$ cat config.mk
export PLATFORM = sky130hd
export DESIGN_NAME = posit_ccip_rd_bridge
export DESIGN_NICKNAME = d
export VERILOG_FILES = /design/src/rtl/posit_ccip_rd_bridge.sv
export SDC_FILE = /design/constraint.sdc
export NUM_CORES = 1
export LEC_CHECK = 0
export CAP_MARGIN = 0
export CORE_AREA = 2 2 272 274
export CTS_BUF_LIST = sky130_fd_sc_hd__clkbuf_8 sky130_fd_sc_hd__clkbuf_16
export CTS_CLUSTER_DIAMETER = 100
export CTS_CLUSTER_SIZE = 16
export DETAILED_ROUTE_END_ITERATION = 8
export DIE_AREA = 0 0 274 276
export SETUP_SLACK_MARGIN = 0.05
export SLEW_MARGIN = 20
export SYNTH_ARGS = -nofsm -noshare
export SYNTH_HDL_FRONTEND = slang
export SYNTH_SLANG_ARGS = --single-unit
$ cat constraint.sdc
create_clock -name clock -period 10.06 [get_ports clock]
set_input_delay 1.006 -clock clock [delete_from_list [all_inputs] [get_ports clock]]
set_output_delay 1.006 -clock clock [all_outputs]
set_load 0.005 [all_outputs]
$ cat src/rtl/posit_ccip_rd_bridge.sv
// posit_ccip_rd_bridge: turns FU element-index reads into CCI-P c0 RDLINE
// requests. A slot table keeps the FU tag and the element lane for each
// request in flight, so responses can return in any order.
module posit_ccip_rd_bridge #(
  parameter int ELEM_W          = 32,
  parameter int CL_W            = 512,
  parameter int ADDR_W          = 42,
  parameter int FU_ADDR_W       = 8,
  parameter int GRAN_W          = 8,
  parameter int TAG_W           = 8,
  parameter int MAX_OUTSTANDING = 16,
  localparam int SLOT_W         = $clog2(MAX_OUTSTANDING)
) (
  input  logic                 clock,
  input  logic                 reset,
  input  logic [ADDR_W-1:0]    cfg_base_addr,
  input  logic [GRAN_W-1:0]    cfg_stride,
  input  logic                 fu_req_valid,
  output logic                 fu_req_ready,
  input  logic [FU_ADDR_W-1:0] fu_req_addr,
  input  logic [TAG_W-1:0]     fu_req_tag,
  output logic                 c0_req_valid,
  output logic [ADDR_W-1:0]    c0_req_addr,
  output logic [15:0]          c0_req_mdata,
  input  logic                 c0_almfull,
  input  logic                 c0_rsp_valid,
  input  logic [15:0]          c0_rsp_mdata,
  input  logic [CL_W-1:0]      c0_rsp_data,
  output logic                 fu_rsp_valid,
  output logic [TAG_W-1:0]     fu_rsp_tag,
  output logic [ELEM_W-1:0]    fu_rsp_data,
  output logic [SLOT_W:0]      outstanding,
  output logic                 err_unknown_tag
);

  localparam int BO_W   = GRAN_W + FU_ADDR_W;
  localparam int NLANE  = CL_W / ELEM_W;
  localparam int LANE_W = $clog2(NLANE);
  localparam int ESH    = $clog2(ELEM_W / 8);

  typedef logic [NLANE-1:0][ELEM_W-1:0] line_t;

  // slot table
  logic [MAX_OUTSTANDING-1:0]              occ_q, occ_d;
  logic [MAX_OUTSTANDING-1:0][TAG_W-1:0]   tag_q, tag_d;
  logic [MAX_OUTSTANDING-1:0][LANE_W-1:0]  lane_q, lane_d;
  logic [SLOT_W:0]                         cnt_q, cnt_d;

  // registered outputs
  logic                c0_req_valid_q, c0_req_valid_d;
  logic [ADDR_W-1:0]   c0_req_addr_q, c0_req_addr_d;
  logic [15:0]         c0_req_mdata_q, c0_req_mdata_d;
  logic                fu_rsp_valid_q, fu_rsp_valid_d;
  logic [TAG_W-1:0]    fu_rsp_tag_q, fu_rsp_tag_d;
  logic [ELEM_W-1:0]   fu_rsp_data_q, fu_rsp_data_d;
  logic                err_q, err_d;

  // combinational helpers
  logic [BO_W-1:0]     byte_off;
  logic [5:0]          lane_b;
  logic [LANE_W-1:0]   req_lane;
  logic [SLOT_W-1:0]   alloc_idx;
  logic                have_free;
  logic                accept;
  logic [SLOT_W-1:0]   rsp_slot;
  logic                rsp_hit;
  logic                rsp_miss;
  line_t               rsp_line;
  logic                unused_bits;

  // Upper mdata bits carry nothing for us; only the slot field is decoded.
  assign unused_bits = ^{c0_rsp_mdata[15:SLOT_W], lane_b};

  // Address/lane math, slot allocation, response lookup and next-state.
  always_comb begin
    byte_off  = BO_W'(cfg_stride) * BO_W'(fu_req_addr);
    lane_b    = byte_off[5:0] >> ESH;
    req_lane  = lane_b[LANE_W-1:0];

    // Lowest free slot, judged on the table as it stood at cycle start so a
    // slot freed this cycle is only reusable next cycle.
    have_free = ~&occ_q;
    alloc_idx = '0;
    for (int i = MAX_OUTSTANDING - 1; i >= 0; i--) begin
      if (!occ_q[i]) alloc_idx = SLOT_W'(i);
    end

    fu_req_ready = !reset && have_free && !c0_almfull;
    accept       = fu_req_valid && fu_req_ready;

    rsp_slot = c0_rsp_mdata[SLOT_W-1:0];
    rsp_hit  = c0_rsp_valid && occ_q[rsp_slot];
    rsp_miss = c0_rsp_valid && !occ_q[rsp_slot];
    rsp_line = c0_rsp_data;

    occ_d          = occ_q;
    tag_d          = tag_q;
    lane_d         = lane_q;
    c0_req_valid_d = 1'b0;
    c0_req_addr_d  = c0_req_addr_q;
    c0_req_mdata_d = c0_req_mdata_q;
    fu_rsp_valid_d = 1'b0;
    fu_rsp_tag_d   = fu_rsp_tag_q;
    fu_rsp_data_d  = fu_rsp_data_q;
    err_d          = err_q || rsp_miss;

    if (rsp_hit) begin
      occ_d[rsp_slot] = 1'b0;
      fu_rsp_valid_d  = 1'b1;
      fu_rsp_tag_d    = tag_q[rsp_slot];
      fu_rsp_data_d   = rsp_line[lane_q[rsp_slot]];
    end

    // The allocated slot was free at cycle start, so it never collides with
    // the slot being released above.
    if (accept) begin
      occ_d[alloc_idx]  = 1'b1;
      tag_d[alloc_idx]  = fu_req_tag;
      lane_d[alloc_idx] = req_lane;
      c0_req_valid_d    = 1'b1;
      c0_req_addr_d     = cfg_base_addr + ADDR_W'(byte_off[BO_W-1:6]);
      c0_req_mdata_d    = 16'(alloc_idx);
    end

    cnt_d = cnt_q + (SLOT_W+1)'(accept) - (SLOT_W+1)'(rsp_hit);
  end

  // State register with synchronous reset.
  always_ff @(posedge clock) begin
    if (reset) begin
      occ_q          <= '0;
      tag_q          <= '0;
      lane_q         <= '0;
      cnt_q          <= '0;
      c0_req_valid_q <= 1'b0;
      c0_req_addr_q  <= '0;
      c0_req_mdata_q <= '0;
      fu_rsp_valid_q <= 1'b0;
      fu_rsp_tag_q   <= '0;
      fu_rsp_data_q  <= '0;
      err_q          <= 1'b0;
    end else begin
      occ_q          <= occ_d;
      tag_q          <= tag_d;
      lane_q         <= lane_d;
      cnt_q          <= cnt_d;
      c0_req_valid_q <= c0_req_valid_d;
      c0_req_addr_q  <= c0_req_addr_d;
      c0_req_mdata_q <= c0_req_mdata_d;
      fu_rsp_valid_q <= fu_rsp_valid_d;
      fu_rsp_tag_q   <= fu_rsp_tag_d;
      fu_rsp_data_q  <= fu_rsp_data_d;
      err_q          <= err_d;
    end
  end

  assign c0_req_valid    = c0_req_valid_q;
  assign c0_req_addr     = c0_req_addr_q;
  assign c0_req_mdata    = c0_req_mdata_q;
  assign fu_rsp_valid    = fu_rsp_valid_q;
  assign fu_rsp_tag      = fu_rsp_tag_q;
  assign fu_rsp_data     = fu_rsp_data_q;
  assign outstanding     = cnt_q;
  assign err_unknown_tag = err_q;

endmodule
## Word level (Yosys, flattened, before mapping)

Index checks and enable logic that the tools add are counted.

| word-level totals | value |
|---|---|
| flip-flop bits (word level) | 302 |
| latch bits | 0 |
| memory bits (writable) | 0 |
| bits in read-only memories | 0 |
| input port bits | 599 |
| output and inout bits | 107 |
| logic and storage cells | 104 |
| memories kept | 0 |

| operators by class | value |
|---|---|
| add/subtract/negate cells | 3 |
| multiply operators | 1 |
| div/mod/pow operators | 0 |
| magnitude comparators | 5 |
| equal/unequal tests | 0 |
| shifts and indexed selects | 0 |
| mux-type cells | 38 |
| bitwise gates (word level) | 3 |
| reduce and logical (&&, ||, !) cells | 13 |

Operators with widths:

| operator | number |
|---|---|
| $bmux W32 S4 | 1 |
| $bwmux W128 | 1 |
| $mux W4 | 18 |
| $bwmux W64 | 1 |
| $add A42 B10 Y42 | 1 |
| $bmux W8 S4 | 1 |
| $demux W8 S4 | 1 |
| $mux W16 | 2 |
| $mux W32 | 1 |
| $and A16 B16 Y16 | 1 |
| $bmux W4 S4 | 1 |
| $demux W4 S4 | 1 |
| $mul A8 B8 Y16 | 1 |
| $mux W8 | 2 |
| $not A16 Y16 | 1 |
| $or A16 B16 Y16 | 1 |
| $reduce_and A16 Y1 | 1 |
| $lt A4 B5 Y1 const B | 3 |
| $demux W1 S4 | 2 |
| $ge A4 B1 Y1 const B | 2 |
| $logic_and A1 B1 Y1 | 7 |
| $add A5 B1 Y5 | 1 |
| $mux W1 | 5 |
| $sub A5 B1 Y5 | 1 |
| 3 further kinds | 6 |

## Longest topological paths before layout

| logic depth | value |
|---|---|
| word-level depth | 22 |
| depth in mapped cells | 25 |
| mapped depth without buffers | 25 |

## Least setup slack after synthesis

Ideal clock, no wire load.

| timing | value |
|---|---|
| path kind | input -> register |
| start | input fu_req_addr[2] |
| end | register c0_req_addr_q[38] (netlist: c0_req_addr[38]) |
| library setup time | 0.130 ns |
| arrival time | 6.439 ns |
| data required time | 9.931 ns |
| path slack | 3.491 ns |
| cell stages on the path | 22 |
| buffers on the path | 0 |
| path through | and2_1 fa_1 fa_1 inv_1 fa_1 fa_1 inv_1 ha_1 o21a_1 nor2_1 o21bai_1 a31o_2 a41o_1 o41a_1 xnor2_1 ha_1 nand2_1 o31ai_1 nand4_1 nor4_1 xnor2_1 o21ai_0 |

| between the ends | value |
|---|---|
| word-level cells in the longest chain between the ends | 2 |

RTL lines:

| item | line | source |
|---|---|---|
| start, declared | 20 | `input logic [FU_ADDR_W-1:0] fu_req_addr,` |
| $mul A8 B8 Y16 | 76 | `byte_off = BO_W'(cfg_stride) * BO_W'(fu_req_addr);` |
| $add A42 B10 Y42 | 121 | `c0_req_addr_d = cfg_base_addr + ADDR_W'(byte_off[BO_W-1:6]);` |
| end signal, assigned | 148 | `c0_req_addr_q <= c0_req_addr_d;` |
| end, declared | 51 | `logic [ADDR_W-1:0] c0_req_addr_q, c0_req_addr_d;` |

Every way passes these cells.
A chain may end at the register's enable or synchronous reset.

## Worst setup path in the final report

| timing | value |
|---|---|
| start | input cfg_stride[3] |
| end | register c0_req_addr_q[41] (netlist: c0_req_addr[41]) |

| between the ends | value |
|---|---|
| word-level cells in the longest chain between the ends | 2 |

RTL lines:

| item | line | source |
|---|---|---|
| start, declared | 17 | `input logic [GRAN_W-1:0] cfg_stride,` |
| $mul A8 B8 Y16 | 76 |  |
| $add A42 B10 Y42 | 121 |  |

Every way passes these cells.

==> impl_metrics.tcl <==
set metrics [dict create \
    r2r_slack_ns 5.81 \
    cts-root-buf "clkbuf_16" \
    grt_overflow 0 \
    drt_iter0_drc 1761 \
    netlist_area_um2 20000 \
    synth.distinct_cells 62 \
    tritoncts "yes" \
    final_cell_mix "clkdlybuf4s50_1 (677), nand2_1 (500), dfxtp_1 (302), nor2_1 (197), a21oi_1 (172)" \
    async_reset_ff_frac 0 \
    synthSimpleGateAreaFrac 0.242 \
    fp.dieW_um 274 \
    drtAntennaViolNets 0 \
    synth_compound_area_frac 0.149 \
    arrival_ns 7.50 \
    reg2reg_to "outstanding[4]$_SDFF_PP0_" \
    start_util 0.275 \
    port-buffer-count 681 \
    drtPass1Iterations 5 \
    core-area_um2 72600 \
    drive_above_1_share 0.0644 \
    antenna_found_initial 66 \
    fin_tns_setup_ns 0 \
    wire_per_inst_um 25.9 \
    fin_cells 3999 \
    leakagePower_nw 10.5 \
    crit_type "in -> reg" \
    fin_area_um2 28300 \
    cp_max_fo 8 \
    postPlaceCellArea_um2 27400 \
    worst_pin_slew_ns 1.38 \
    globalplace.congestion 1.04 \
    synth_top_family_by_area "simple AND/OR/NAND/NOR gates" \
    critPathRequiredTime_ns 10.52 \
    post_cts_resized 0 \
    totalWireLength_um 104000 \
    post-route-min-period_ns 7.03 \
    via_per_inst 5.13 \
    fin_skew_ns 0.0236 \
    final_core_util 0.389 \
    dieArea_um2 75600 \
    syn_to_final_growth_pct 41.6 \
    outcome "finished, final reports clean" \
    clk_latency_ns 0.60 \
    synth-seq-cells 302 \
    dieHeight_um 276 \
    synth_fa_ha_area_frac 0.0701 \
    power_density_nw_per_um2 128 \
    synth_mux_area_frac 0.148 \
    clk_pin_slew_worst_paths_ns 0.08 \
    synth.avg_cell_area_um2 8.10 \
    grt_pass1_vias 19100 \
    fin_nets 3691 \
    setup_viol 0 \
    clock_path_buffers 3 \
    place_inst 3933 \
    cp-start-kind "input pin" \
    crit_path_end_kind "flip-flop" \
    cp-endpoint "c0_req_addr[41]$_SDFFE_PP0P_" \
    hold_buffers 0 \
    synth_seq_area_share 0.303 \
    numCtsBuffers 27 \
    hold_viol 0 \
    peakVddDrop_mv 0.118 \
    slew_headroom 0.0777 \
    grt_pass1_wl_um 144000 \
    finalPower_w 0.00363 \
    slew_violations 0 \
    maxCapViolCount 0 \
    routed-via-count 20500 \
    drc 0 \
    hold_path_class "reg -> reg" \
    fmax_mhz 142 \
    boundaryPins 706 \
    r2r_cells 17 \
    synth_xor_area_frac 0.0246 \
    synth-main-ff-cell "dfxtp_1" \
    cts_sinks 302 \
    ys.warnings.count 0 \
    grtUsageTotal 0.262 \
    layout_commonest_cell "clkdlybuf4s50_1" \
    cp-startpoint "cfg_stride[3]" \
    dp_hpwl_um 79700 \
    min_period_over_period 0.699 \
    post-cts-setup-buffer-count 0 \
    grt_start_max_net_pins 193 \
    fp-row-count 99 \
    cts-htree-levels 1 \
    rsz0062_at_grt "no" \
    synthCells 2464 \
    reg2reg_from "occ_q[0]$_SDFF_PP0_" \
    synth_enable_flop_cells 0 \
]
[routing by layer]
layer	global-route usage	share of wire	routed length, um
met4	0.100	0.036	3690
met2	0.394	0.44	45400
met5	0	0.0021	218
met3	0.0767	0.10	10800
met1	0.352	0.42	43400
[cell type report]
class	count	area (um2)
Antenna cell	27	67.6
Timing Repair Buffer	707	7040
Tap cell	959	1200
Clock inverter	11	124
Inverter	77	289
Clock buffer	28	689
Multi-Input combinational cell	1888	12800
Sequential cell	302	6050
Fill cell	7431	44300
[cell families after synthesis]
kind of cell / Yosys count
simple gates: 1028
compound gates: 485
flops: 302
buf+inv: 285
mux: 218
fa+ha+maj: 89
xor+xnor: 56
other cells: 1
[through the flow]
step	worst slack, ns	hold slack, ns
floorplan	3.49	0.429
global placement	2.41	0.438
detailed placement	2.41	0.444
CTS	3.08	0.454
global route	2.69	0.468
finish	3.03	0.455
[registers in the layout, summed over array words and instances, names as in the netlist, 4 cells and up]
name / flops
outstanding: 5
fu_rsp_data: 32
tag_q: 128
c0_req_mdata: 4
lane_q: 64
c0_req_addr: 42
occ_q: 16
fu_rsp_tag: 8
[critical path, cell delays in order]
cell             delay, ns
clkdlybuf4s50_1       0.60
and2_1                0.26
fa_1                  0.45
fa_1                  0.49
inv_1                 0.05
fa_1                  0.49
fa_1                  0.49
inv_1                 0.04
ha_1                  0.32
o21a_1                0.12
nor2_1                0.15
o21bai_1              0.11
a31o_2                0.27
a41o_1                0.26
o41a_1                0.32
xnor2_1               0.13
ha_1                  0.36
nand3_1               0.09
o31ai_1               0.21
buf_4                 0.20
nand4_1               0.24
nor3_1                0.57
xnor2_1               0.18
o21ai_0               0.08
[Yosys cell counts, types with 24 or more instances]
cell,count,area (um2)
a211oi_1,41,308
a21oi_1,172,861
a22oi_1,32,240
a31oi_1,66,413
a32oi_1,32,280
and2_1,55,344
buf_2,62,310
buf_4,24,180
clkbuf_1,108,405
dfxtp_1,302,6050
fa_1,38,761
ha_1,51,638
inv_1,77,289
mux2i_1,153,1530
mux4_2,61,1370
nand2_1,500,1880
nand3_1,86,430
nand3b_1,48,360
nor2_1,200,751
nor2b_1,39,244
nor4_2,32,400
o21ai_0,68,340
o22ai_1,35,219
xnor2_1,39,342
[how the worst min path moves through the flow]
stage | end | cells after the start | from | slack, ns
CTS | tag_q[20]$_SDFFE_PP0P_ | 2 | tag_q[20]$_SDFFE_PP0P_ | 0.45
global route | lane_q[30]$_SDFFE_PP0P_ | 2 | lane_q[30]$_SDFFE_PP0P_ | 0.47
finish | tag_q[1]$_SDFFE_PP0P_ | 2 | tag_q[1]$_SDFFE_PP0P_ | 0.45
detailed placement | tag_q[20]$_SDFFE_PP0P_ | 2 | tag_q[20]$_SDFFE_PP0P_ | 0.44
global placement | tag_q[58]$_SDFFE_PP0P_ | 2 | tag_q[58]$_SDFFE_PP0P_ | 0.44
floorplan | lane_q[26]$_SDFFE_PP0P_ | 2 | lane_q[26]$_SDFFE_PP0P_ | 0.43
[report_power, final]
group	internal (W)	switching [W]	total [W]
Sequential	0.00122	0.0000146	0.00124
Combinational	0.000652	0.000704	0.00136
Clock	0.000508	0.000531	0.00104
Power figures use the tool's default switching activity.
